## src/rtl/reset_sequencer.sv

```systemverilog
// Reset sequencer: filters synchronous reset requests, then holds every domain in reset
// and releases the domains one at a time in ascending order, recording what caused the reset.
module reset_sequencer #(
  parameter int NUM_SRC        = 2,
  parameter int NUM_DOM        = 3,
  parameter int FILTER_CYCLES  = 4,
  parameter int HOLD_CYCLES    = 16,
  parameter int STAGGER_CYCLES = 8
) (
  input  logic               clk_i,
  input  logic               rst_i,
  input  logic [NUM_SRC-1:0] req_i,
  output logic [NUM_DOM-1:0] dom_rst_n_o,
  output logic               busy_o,
  output logic [NUM_SRC:0]   cause_o
);

  localparam int FW = $clog2(FILTER_CYCLES + 1);
  localparam int HW = $clog2(HOLD_CYCLES + 1);
  localparam int SW = $clog2(STAGGER_CYCLES + 1);

  localparam logic [NUM_DOM-1:0] DOM_FIRST = NUM_DOM'(1);
  localparam logic [NUM_SRC:0]   CAUSE_POR = {{NUM_SRC{1'b0}}, 1'b1};

  typedef enum logic [1:0] {
    ST_ASSERT,
    ST_RELEASE,
    ST_RUN
  } state_t;

  logic [FW-1:0]      r_filt [NUM_SRC];
  logic [NUM_SRC-1:0] r_qual;

  state_t             r_state;
  logic [HW-1:0]      r_hold;
  logic [SW-1:0]      r_stag;
  logic [NUM_DOM-1:0] r_dom;
  logic               r_busy;
  logic [NUM_SRC:0]   r_cause;

  logic               w_any_qual;
  logic [NUM_DOM-1:0] w_dom_next;

  assign w_any_qual = |r_qual;
  assign w_dom_next = (r_dom << 1) | DOM_FIRST;

  // qual rises on the FILTER_CYCLES-th consecutive high sample; any low sample restarts the count
  always_ff @(posedge clk_i) begin
    if (rst_i) begin
      for (int i = 0; i < NUM_SRC; i++) begin
        r_filt[i] <= '0;
      end
      r_qual <= '0;
    end else begin
      for (int i = 0; i < NUM_SRC; i++) begin
        if (req_i[i]) begin
          if (r_filt[i] != FW'(FILTER_CYCLES)) begin
            r_filt[i] <= r_filt[i] + 1'b1;
          end
          r_qual[i] <= (r_filt[i] >= FW'(FILTER_CYCLES - 1));
        end else begin
          r_filt[i] <= '0;
          r_qual[i] <= 1'b0;
        end
      end
    end
  end

  always_ff @(posedge clk_i) begin
    if (rst_i) begin
      r_state <= ST_ASSERT;
      r_hold  <= '0;
      r_stag  <= '0;
      r_dom   <= '0;
      r_busy  <= 1'b1;
      r_cause <= CAUSE_POR;
    end else begin
      case (r_state)
        ST_ASSERT: begin
          if (w_any_qual) begin
            r_hold  <= '0;
            r_cause <= r_cause | {r_qual, 1'b0};
          end else if (r_hold == HW'(HOLD_CYCLES - 1)) begin
            r_hold <= '0;
            r_stag <= '0;
            r_dom  <= DOM_FIRST;
            // a single domain is fully released by its first release
            if (&DOM_FIRST) begin
              r_state <= ST_RUN;
              r_busy  <= 1'b0;
            end else begin
              r_state <= ST_RELEASE;
            end
          end else begin
            r_hold <= r_hold + 1'b1;
          end
        end

        ST_RELEASE: begin
          if (w_any_qual) begin
            r_state <= ST_ASSERT;
            r_hold  <= '0;
            r_stag  <= '0;
            r_dom   <= '0;
            r_busy  <= 1'b1;
            r_cause <= {r_qual, 1'b0};
          end else if (r_stag == SW'(STAGGER_CYCLES - 1)) begin
            r_stag <= '0;
            r_dom  <= w_dom_next;
            if (&w_dom_next) begin
              r_state <= ST_RUN;
              r_busy  <= 1'b0;
            end
          end else begin
            r_stag <= r_stag + 1'b1;
          end
        end

        ST_RUN: begin
          if (w_any_qual) begin
            r_state <= ST_ASSERT;
            r_hold  <= '0;
            r_stag  <= '0;
            r_dom   <= '0;
            r_busy  <= 1'b1;
            r_cause <= {r_qual, 1'b0};
          end
        end

        default: begin
          r_state <= ST_ASSERT;
          r_hold  <= '0;
          r_stag  <= '0;
          r_dom   <= '0;
          r_busy  <= 1'b1;
        end
      endcase
    end
  end

  assign dom_rst_n_o = r_dom;
  assign busy_o      = r_busy;
  assign cause_o     = r_cause;

endmodule

```

## config.mk

```make
export PLATFORM = sky130hd
export DESIGN_NAME = reset_sequencer
export DESIGN_NICKNAME = d
export VERILOG_FILES = /design/src/rtl/reset_sequencer.sv
export SDC_FILE = /design/constraint.sdc
export NUM_CORES = 1
export LEC_CHECK = 0
export ABC_AREA = 1
export BUFFER_PORTS_ARGS = -buffer_cell sky130_fd_sc_hd__clkbuf_2
export CORE_UTILIZATION = 66
export CTS_BUF_LIST = sky130_fd_sc_hd__clkbuf_4
export CTS_CLUSTER_SIZE = 16
export DETAILED_ROUTE_END_ITERATION = 12
export MAX_ROUTING_LAYER = met4
export PLACE_DENSITY_LB_ADDON = 0.05
export SYNTH_ARGS = -nofsm -noshare
export SYNTH_HDL_FRONTEND = slang
export SYNTH_SLANG_ARGS = --single-unit
```

## constraint.sdc

```tcl
create_clock -name clk_i -period 3.77 [get_ports clk_i]
set_clock_uncertainty 0.15 [all_clocks]
set_input_delay 0 -clock clk_i [delete_from_list [all_inputs] [get_ports clk_i]]
set_output_delay 0 -clock clk_i [all_outputs]
set_load 0.05 [all_outputs]
```

==> key figures, run 1 <==
Power
  – Psw: between 0.0002 and 0.0003 W
  – Sequential share of power: about 44%
  – P_leak: between 0.7 and 0.8 nW
  – PwrDens: 474 nW/um^2
  – Power Internal: about 0.0005 W
  – Clock power frac: 25.2%
  – Comb power frac: between 30% and 40%
  – VDD IR max: a little under 0.0004 V
  – Switching share of power: between 30% and 40%

Global route
  – Pin count of the biggest net entering global routing: 16
  – Vias in the first global route: 1205
  – Initial antenna violation count: 0
  – Global Route Usage Sum: 27.2%
  – First-pass GRT wire length: 4910 um
  – GRT overflow: 0

Min path
  – Hold/Removal Path Class: flop to flop
  – Hold_sp: cause_o[0]$_SDFFE_PP1P_
  – Endpoint, Worst Hold: cause_o[0]$_SDFFE_PP1P_
  – Hold depth: 2

Placed design
  – Post-DP HPWL: 2140 um
  – IO buf count: 10
  – GP Congestion: between 0.8 and 0.9

STA
  – Post-route setup TNS: 0 ps
  – Minimum clock period: between 1500 and 2000 ps
  – Worst-Margin Slew: about 370 ps
  – Max Clock Freq: ~0.55 GHz
  – Final period util: 47.8%
  – Fin. max-slew vios: 0
  – Final setup viols: 0
  – Relative slew margins: 75.1%
  – Final hold vios: 0
  – RSZ-0062 raised after global routing: false

CTS
  – Max clock buf depth: 2
  – TritonCTS clock tree: built
  – Root Driver: clkbuf_4
  – Worst-path clk slew: around 140 ps
  – Clk_lat worst skew: between 300 and 400 ps
  – CTS buffer count: 3
  – Clk sink count: 26
  – H-tree levels: 1
  – Post-CTS setup buffers: 0
  – Post_cts resized: 0
  – CTS Hold Bufs: 3

Logic synthesis
  – Mapped Area: about 1500 um^2
  – Netlist cell types: 31
  – Cell taking the most area after synthesis: dfxtp_1
  – Most used DFF post-synth: dfxtp_1
  – Register area share after synthesis: about 38%
  – Post-synth EDFFs: 3
  – Top-count cell post-synth: nand2_1
  – Net Count, Synth: 199
  – Yosys warnings: 0
  – Area contributors post-synth: dfxtp_1 (32%), nand2_1 (12%), ha_1 (9.5%)
  – FF+latch count, synth: 26
  – Post-synth top area share: 31.8%
  – Post-Synthesis Cells: between 150 and 200
  – Avg Cell Area, Syn: 7.88 um^2
  – FFs w/ async S/R, synth: 0%
  – Post-synth top cells: nand2_1 (45), dfxtp_1 (23), inv_1 (22)

Drt
  – ANT nets after route: 0
  – Final wirelength: ~2800 um
  – Starting DRT DRC Count: 18
  – DRC Markers: 0
  – Via Count: approximately 1200
  – Via/cell ratio: about 5.3
  – WL/cell: between 10 and 15 um
  – First drt pass iteration count: 5

Final layout
  – Share of cells above drive strength 1: about a fifth
  – Area of the multi-input gates: approximately 800 um^2
  – Area delta synth->final: 10.9%
  – Post-layout nets: 215
  – ANT cells: 0
  – Seq. cell area: 551 um^2
  – Fillers: 156
  – Core Util, Final: about four fifths

Floorplanning
  – Core area: 2020 um^2
  – Die width: 48.9 um
  – Die height: about 49 um
  – Row Count: 16
  – # IOs: 11
  – Die area: about 2400 um^2
  – Initial Utilization: a little over 70%

Worst setup path
  – Critical path startpoint category: input pin
  – Critical path arrival: roughly 1900 ps
  – Setup CP Type: input pin to flop
  – RR Endpoint: r_filt[0][0]$_SDFFCE_PP0P_
  – Worst Path Required: roughly 3800 ps
  – R2R Setup Slk: ~2100 ps
  – Worst r2r src: r_filt[0][0]$_SDFFCE_PP0P_
  – R2R cell count: 7
  – Crit end category: flop
  – Worst setup path start: rst_i
  – CP max FO: 15

Flow run
  – MaxCap Viol Count: 0

Outcome
  – Status: finished, final reports clean
==> metrics by stage <==
step / hold slack (ps) / power (W) / cells / worst slack, ps / area [um^2]
after floorplan: -71.5 / 0.000522 / 184 / 2330 / 1450
after global placement: 123 / 0.000560 / 219 / 2230 / 1530
after detailed placement: 127 / 0.000572 / 219 / 2170 / 1530
after CTS: 319 / 0.000764 / 226 / 1970 / 1610
after global routing: 327 / 0.000809 / 226 / 1820 / 1610
final: 316 / 0.000763 / 226 / 1970 / 1610
==> cell families after synthesis <==
kind of cell | synth area share (%)
and+or+nand+nor | 34.6
adders and majority gates | 9.49
buffers and inverters | 7.76
DFF | 38.0
AOI/OAI and AO/OA | 9.58
xor gates and xnor gates | 0.604
==> placed cells by master (no fill, tap or decap), types with 2 or more instances in the layout <==
cell,netlist,routed
a21oi_1,14,14
clkbuf_2,0,10
edfxtp_1,3,3
nand2_2,3,3
nand3_4,2,2
nand4_1,5,5
nand2_4,4,4
dfxtp_1,23,23
dlygate4sd3_1,0,3
o21ai_0,3,3
nand2_1,45,45
nor2_8,2,2
ha_1,11,11
nor2_2,5,5
nand3_1,8,8
inv_4,2,2
a21oi_2,2,2
inv_1,22,22
nor2_1,16,16
clkbuf_4,0,3
==> layout make-up <==
cell class,instances,share of cell area [%]
Timing Repair Buffer,13,4.98
Clock inverter,1,1.87
Clock buffer,3,1.40
Tap cell,27,2.10
Sequential cell,26,34.2
Inverter,26,6.46
Multi-Input combinational cell,130,48.9
==> sequential cells by signal, summed over array words and instances (netlist names) <==
| signal | count |
|---|---|
| busy_o | 1 |
| cause_o | 3 |
| r_filt | 6 |
| r_stag | 4 |
| r_hold | 5 |
| dom_rst_n_o | 3 |
| r_qual | 2 |
| r_state | 2 |
==> power groups by stage <==
stage          Combinational, W  Clock, W  Sequential [W]
2_1_floorplan          0.000153         0        0.000369
3_3_place_gp           0.000218         0        0.000342
3_5_place_dp           0.000228         0        0.000344
4_1_cts                0.000232  0.000194        0.000338
5_1_grt                0.000259  0.000208        0.000343
6_report               0.000231  0.000193        0.000339
==> critical path: stages <==
cell and delay [ps]:
dlygate4sd3_1 530, clkbuf_2 270, inv_1 320, nand2_1 140, a21oi_1 300, o22ai_1 170, nor2_1 110
==> routing by layer <==
layer  vias up  GRT usage [%]  part of all wire, %
met2        22           54.4                   54
met4         0           2.94                 0.32
met5         -              -                    0
li1        619              -                    -
met1       548           27.6                   43
met3         2           5.61                  2.4
==> worst max path at each step <==
| stage | to | slack, ps | cells past startpoint |
|---|---|---|---|
| after floorplan | dom_rst_n_o[1]$_SDFFE_PP0P_ | 2330 | 10 |
| after global placement | dom_rst_n_o[2]$_SDFFE_PP0P_ | 2230 | 10 |
| after detailed placement | r_filt[0][0]$_SDFFCE_PP0P_ | 2170 | 6 |
| after CTS | r_filt[0][0]$_SDFFCE_PP0P_ | 1970 | 7 |
| after global routing | r_filt[0][2]$_SDFFCE_PP0P_ | 1820 | 7 |
| final | r_filt[0][0]$_SDFFCE_PP0P_ | 1970 | 7 |
Note: power is estimated with default switching activity, not from simulation.
==> inputs of run 2 (changes only) <==
--- a/config.mk
+++ b/config.mk
@@ -5,9 +5,9 @@
 export SDC_FILE = /design/constraint.sdc
 export NUM_CORES = 1
 export LEC_CHECK = 0
-export ABC_AREA = 1
+export ABC_AREA = 0
 export BUFFER_PORTS_ARGS = -buffer_cell sky130_fd_sc_hd__clkbuf_2
-export CORE_UTILIZATION = 66
+export CORE_UTILIZATION = 61
 export CTS_BUF_LIST = sky130_fd_sc_hd__clkbuf_4
 export CTS_CLUSTER_SIZE = 16
 export DETAILED_ROUTE_END_ITERATION = 12
==> constraint.sdc (replaced) <==
create_clock -name clk_i -period 1.8 [get_ports clk_i]
set_clock_uncertainty 0.15 [all_clocks]
set_input_delay 0 -clock clk_i [delete_from_list [all_inputs] [get_ports clk_i]]
set_output_delay 0 -clock clk_i [all_outputs]
set_load 0.05 [all_outputs]
==> run 2 against run 1 <==
Net effect:
- cell count decreased by 13%
- synthesized cell count decreased by 23%
- worst setup slack worse by 2000 ps
- global-route usage is 2.1 points lower
- non-clock buffer count rose by 14
- critical endpoint is now r_stag[3]$_SDFFE_PP0P_
- largest power group unchanged
==> key figures, run 2 <==
Final layout
  – Core Util, Final: between 80% and 90%
  – Largest regs: r_filt x6, r_hold x5, r_stag x4
  – Post-layout nets: about 190
  – ANT cells: 0
  – Max FFs per register: 6
  – Commonest non-fill, non-tap cells in the layout: dfxtp_1 (19), a21oi_1 (17), buf_4 (12)
  – Fillers: 140
  – Share of cells above drive strength 1: 31.8%
  – Most common cell after layout, fill and taps aside: dfxtp_1
  – Largest Register: r_filt
  – Fin cells: 197
  – Area delta synth->final: 22.6%

STA
  – Relative slew margins: roughly 74%
  – RSZ-0062 raised after global routing: true
  – Post-route setup TNS: 0 ps
  – Max Clock Freq: between 0.5 and 0.6 GHz
  – Final period util: between 90 and 100%
  – Minimum clock period: between 1500 and 2000 ps
  – Fin. max-slew vios: 0
  – Final setup viols: 0
  – Final hold vios: 0
  – Hold slack: roughly 330 ps
  – Final WS setup: about 9.7 ps
  – Worst-Margin Slew: roughly 390 ps

Min path
  – Hold depth: 1
  – Endpoint, Worst Hold: cause_o[0]$_SDFFE_PP1P_
  – Hold_sp: cause_o[0]$_SDFFE_PP1P_
  – Hold/Removal Path Class: flop to flop

Global route
  – GRT overflow: 0
  – First-pass GRT wire length: 3810 um
  – Vias in the first global route: about 940
  – Initial antenna violation count: 0
  – Pin count of the biggest net entering global routing: 18
  – Global Route Usage Sum: about 25%

CTS
  – CTS buffer count: 3
  – Clk sink count: 26
  – Root Driver: clkbuf_4
  – Clk_lat worst skew: 320 ps
  – Worst-path clk slew: ~140 ps
  – TritonCTS clock tree: built
  – H-tree levels: 1
  – Max clock buf depth: 2

Floorplanning
  – Die area: about 2300 um^2
  – Die width: a little under 50 um
  – Row Count: 16
  – Core area: 1980 um^2
  – Initial Utilization: between 60 and 70%
  – # IOs: 11
  – Die height: 48.1 um

Placed design
  – Post-DP HPWL: around 1900 um
  – IO buf count: 10
  – Post-Place Setup Slack: -34.9 ps
  – GP Congestion: between 0.8 and 0.9
  – Post-Place Cells: 184

Worst setup path
  – R2R cell count: 6
  – Worst r2r src: r_state[1]$_SDFFE_PP0P_
  – Setup CP Type: flop to flop
  – Critical path startpoint category: flop
  – Crit end category: flop
  – Critical path arrival: roughly 1900 ps
  – Crit path max-delay cell type: or4_1
  – RR Endpoint: r_stag[3]$_SDFFE_PP0P_
  – Worst Path Required: roughly 1900 ps
  – R2R Setup Slk: approximately 9.7 ps
  – CP max FO: 5
  – Slowest stage delay, CP: about 510 ps
  – Critical path, cell by cell: inv_4 > ha_4 > nor3b_4 > nand2_2 > or4_1 > a21oi_1

Logic synthesis
  – Cell taking the most area after synthesis: dfxtp_1
  – Post-synth EDFFs: 3
  – Yosys warnings: 0
  – Most used DFF post-synth: dfxtp_1
  – Area contributors post-synth: dfxtp_1 (35%), ha_1 (11%), a21oi_1 (6.9%)
  – Netlist cell types: 38
  – Post-synth top area share: a little over a third
  – Top-count cell post-synth: dfxtp_1
  – Post-Synthesis Cells: 142
  – Register area share after synthesis: between 40% and 50%
  – FF+latch count, synth: 26
  – Net Count, Synth: around 160
  – FFs w/ async S/R, synth: 0%
  – Avg Cell Area, Syn: slightly above 9 um^2
  – Mapped Area: 1300 um^2
  – Post-synth top cells: dfxtp_1 (23), a21oi_1 (18)

Power
  – VDD IR max: ~0.00064 V
  – PwrDens: between 700 and 800 nW/um^2
  – P_leak: slightly above 0.6 nW

Drt
  – Via Count: 1115
  – Starting DRT DRC Count: 24
  – ANT nets after route: 0
  – WL/cell: 15.0 um
  – DRC Markers: 0
  – First drt pass iteration count: 6
  – Via/cell ratio: 5.66
  – Final wirelength: around 3000 um

Flow run
  – MaxCap Viol Count: 0

Outcome
  – Status: finished, final reports clean
==> run 2: cell count changes in the layout (fill, tap and decap cells not counted), sizes merged, moves of 4 or more <==
cell / before / now
nand2: 52 / 12
buf: 0 / 14
inv: 25 / 11
nor2: 23 / 11
nand3: 11 / 6
o21ai: 4 / 8
==> run 2: logic make-up (layout without fill, tap and decap cells) <==
kind of cell / after synthesis / after routing / synth area share [%]
AND/OR/NAND/NOR: 53 / 53 / 23.5
XOR/XNOR: 1 / 1 / 0.675
buffers and inverters: 14 / 42 / 4.15
adder cells (fa/ha/maj): 11 / 11 / 10.6
flip-flops: 26 / 26 / 42.4
AO/OA/AOI/OAI: 37 / 37 / 18.6
==> run 2: per-layer routing <==
| metal | GRT usage [%] | wire length [um] | vias to the layer above |
|---|---|---|---|
| li1 | - | - | 568 |
| met1 | 28.3 | 1260 | 516 |
| met2 | 43.8 | 1550 | 23 |
| met3 | 4.81 | 82 | 8 |
| met4 | 10.0 | 62 | 0 |
| met5 | - | 0 | - |
==> run 2: power breakdown <==
| group | total (W) | switching (W) | internal, W |
|---|---|---|---|
| Combinational | 0.000300 | 0.000160 | 0.000140 |
| Clock | 0.000272 | 0.000170 | 0.000102 |
| Sequential | 0.000642 | 0.0000261 | 0.000616 |
| Total | 0.00121 | 0.000356 | 0.000858 |
==> run 2: repair_timing <==
action / CTS / global route
hold buffers: 3 / 0
buffers inserted: 2 / 4
gates resized for setup: 7 / 17
setup endpoints to repair: 5 / 7
pin swaps: 2 / 6
endpoints found under the hold margin: 20 / 0
==> run 2: critical path: cells and delay by family, from the launching register on <==
| family | cells | cell delay (ps) |
|---|---|---|
| buffers and inverters | 1 | 70 |
| adders and majority gates | 1 | 130 |
| AOI/OAI and AO/OA | 1 | 130 |
| and+or+nand+nor | 3 | 910 |
| DFF | 1 | 360 |
==> run 2: worst max path at each step <==
stage | from | end | cells past startpoint
floorplan | r_hold[0]$_SDFFE_PP0P_ | r_stag[3]$_SDFFE_PP0P_ | 5
global placement | r_state[0]$_SDFFE_PP0P_ | r_stag[3]$_SDFFE_PP0P_ | 6
finish | r_state[1]$_SDFFE_PP0P_ | r_stag[3]$_SDFFE_PP0P_ | 6
global route | r_stag[0]$_SDFFE_PP0P_ | r_state[1]$_SDFFE_PP0P_ | 5
detailed placement | r_state[1]$_SDFFE_PP0P_ | r_stag[3]$_SDFFE_PP0P_ | 6
CTS | r_state[0]$_SDFFE_PP0P_ | r_stag[0]$_SDFFE_PP0P_ | 7
==> run 2: final cells by class <==
class | count | area [um^2] | area share (%)
Clock buffer | 4 | 30.0 | 1.89
Inverter | 11 | 46.3 | 2.91
Timing Repair Buffer | 27 | 193 | 12.1
Tap cell | 27 | 33.8 | 2.12
Sequential cell | 26 | 558 | 35.1
Multi-Input combinational cell | 102 | 729 | 45.9
==> run 2: stage by stage <==
| stage | instance area, um^2 | power, W |
|---|---|---|
| after floorplan | 1300 | 0.000814 |
| after global placement | 1430 | 0.000892 |
| after detailed placement | 1430 | 0.000900 |
| after CTS | 1510 | 0.00118 |
| after global routing | 1590 | 0.00127 |
| final | 1590 | 0.00121 |
==> inputs of run 3 (changes only) <==
==> constraint.sdc (replaced) <==
create_clock -name clk_i -period 1.8 [get_ports clk_i]
set_clock_uncertainty 0.15 [all_clocks]
set_input_delay 0.36 -clock clk_i [delete_from_list [all_inputs] [get_ports clk_i]]
set_output_delay 0.36 -clock clk_i [all_outputs]
set_load 0.05 [all_outputs]
==> run 3 against run 2 <==
Net effect:
- global-route usage increased by 0.99 points
- cell count decreased by 2.5%
- highest routed layer unchanged
- critical path depth unchanged
- core utilization decreased by 0.76 points
- first-iteration DRC count decreased by 13%
- register-to-register slack about the same
- count of clock-buffer cells in the layout decreased by 1
- critical path type unchanged
- sequential power about the same
- clock power increased by 50%
==> key figures, run 3 (synthesized netlist as in run 2, its figures left out) <==
Outcome
  – Status: finished, final reports clean

Power
  – Power Internal: 0.000976 W
  – PwrDens: ~850 nW/um^2
  – Psw: around 0.00036 W
  – Comb power frac: 21.9%
  – VDD IR max: between 0.0007 and 0.0008 V
  – Switching share of power: a little over a quarter
  – Sequential share of power: 47.8%
  – P_leak: approximately 0.60 nW
  – Clock power frac: between 30% and 40%

CTS
  – CTS buffer count: 3
  – Root Driver: clkbuf_4
  – TritonCTS clock tree: built
  – Clk_lat worst skew: approximately 330 ps
  – CTS Hold Bufs: 0
  – H-tree levels: 1
  – Clk sink count: 26
  – Max clock buf depth: 2
  – Worst-path clk slew: about 140 ps

Final layout
  – ANT cells: 0
  – Post-layout nets: about 180
  – Largest Register: r_filt
  – Area delta synth->final: 21.4%
  – Max FFs per register: 6
  – Largest regs: r_filt x6, r_hold x5, r_stag x4
  – Share of cells above drive strength 1: roughly 34%
  – Commonest non-fill, non-tap cells in the layout: dfxtp_1 (18), a21oi_1 (16), nand2_1 (11), nor2_1 (11), clkbuf_2 (10)
  – Post-route cell area: roughly 1600 um^2
  – Most common cell after layout, fill and taps aside: dfxtp_1

Worst setup path
  – Setup CP Type: flop to flop
  – CP max FO: 5
  – Worst r2r src: r_state[0]$_SDFFE_PP0P_
  – Critical path, cell by cell: inv_2 > ha_2 > or3b_4 > o211ai_4 > or4_4 > a21oi_2
  – Crit path max-delay cell type: or4_4
  – RR Endpoint: r_stag[3]$_SDFFE_PP0P_
  – Worst Path Required: a little under 2000 ps
  – Critical path startpoint category: flop
  – R2R cell count: 6
  – Crit end category: flop
  – Slowest stage delay, CP: around 500 ps
  – Critical path arrival: roughly 1900 ps
  – R2R Setup Slk: 10 ps

Drt
  – ANT nets after route: 0
  – DRC Markers: 0
  – Via/cell ratio: between 5 and 6
  – Via Count: between 1000 and 1500
  – Starting DRT DRC Count: 21
  – Final wirelength: 2830 um
  – WL/cell: roughly 15 um
  – First drt pass iteration count: 4

Min path
  – Endpoint, Worst Hold: r_qual[0]$_SDFF_PP0_
  – Hold depth: 3
  – Hold/Removal Path Class: input pin to flop
  – Hold_sp: req_i[0]

Flow run
  – MaxCap Viol Count: 0

Global route
  – Initial antenna violation count: 0
  – First-pass GRT wire length: ~3900 um
  – Pin count of the biggest net entering global routing: 16
  – Global Route Usage Sum: 26.2%
  – Vias in the first global route: between 900 and 1000
  – GRT overflow: 0

Floorplanning
  – Die width: ~48 um
  – # IOs: 11
  – Row Count: 16
  – Core area: just under 2000 um^2
  – Die area: between 2000 and 2500 um^2
  – Initial Utilization: between 60 and 70%
  – Die height: 48.1 um

STA
  – Final setup viols: 0
  – Final period util: 99.2%
  – Max Clock Freq: ~0.56 GHz
  – Post-route setup TNS: 0 ps
  – Minimum clock period: between 1500 and 2000 ps
  – Worst-Margin Slew: about 360 ps
  – RSZ-0062 raised after global routing: true
  – Fin. max-slew vios: 0
  – Relative slew margins: 75.7%
  – Final hold vios: 0

Placed design
  – Post-DP HPWL: roughly 1900 um
  – IO buf count: 10
  – GP Congestion: roughly 0.8
  – Placed inst area: 1440 um^2
run 3: routing by layer:
metal / global-route usage (%) / up-vias / share of wire (%)
met1: 29.7 / 518 / 43
met2: 42.2 / 16 / 51
li1: - / 560 / -
met5: - / - / 0
met4: 16.7 / 0 / 3.1
met3: 4.81 / 7 / 2.2
run 3: how the worst max path moves through the flow:
stage,startpoint,to
floorplan,r_hold[0]$_SDFFE_PP0P_,r_stag[3]$_SDFFE_PP0P_
global placement,r_state[0]$_SDFFE_PP0P_,r_stag[3]$_SDFFE_PP0P_
detailed placement,r_state[0]$_SDFFE_PP0P_,r_stag[3]$_SDFFE_PP0P_
CTS,r_state[0]$_SDFFE_PP0P_,r_stag[0]$_SDFFE_PP0P_
global route,r_state[1]$_SDFFE_PP0P_,r_hold[2]$_SDFFE_PP0P_
finish,r_state[0]$_SDFFE_PP0P_,r_stag[3]$_SDFFE_PP0P_
run 3: area by class of cell:
type	count	area, um^2
clock buffers	3	22.5
multi-input cells	102	739
flip-flops and latches	26	557
clock inverters	1	30.0
inverters	11	41.3
repair buffers	22	151
fillers	133	407
well taps	27	33.8
run 3: metrics by stage:
step | hold WS (ps) | instances | total power [W] | util (%) | worst slack, ps
after floorplan | 276 | 142 | 0.000814 | - | 34.8
after global placement | 285 | 185 | 0.000893 | 72.5 | 30.8
after detailed placement | 316 | 185 | 0.000903 | 72.5 | -55.4
after CTS | 150 | 191 | 0.00132 | 77.1 | 1.28
after global routing | 152 | 192 | 0.00139 | 79.5 | -43.8
final | 142 | 192 | 0.00134 | 79.5 | 14.4
run 3: critical path, delay by kind of cell (launching register included):
family / cells / cell delay (ps)
and+or+nand+nor: 2 / 750
buffers and inverters: 1 / 50
adders and majority gates: 1 / 160
DFF: 1 / 370
AOI/OAI and AO/OA: 2 / 240
run 3: power groups by stage:
stage / registers, W / logic [W] / clock network [W]
floorplan: 0.000672 / 0.000143 / 0
global placement: 0.000649 / 0.000244 / 0
detailed placement: 0.000650 / 0.000253 / 0
CTS: 0.000638 / 0.000269 / 0.000409
global route: 0.000644 / 0.000320 / 0.000429
finish: 0.000640 / 0.000293 / 0.000407
run 3: repair_timing:
action | CTS | global route
buffers inserted | 2 | 1
pin swaps | 3 | 7
setup endpoints to repair | 4 | 9
gates resized for setup | 8 | 18
hold endpoints to repair | 0 | 0
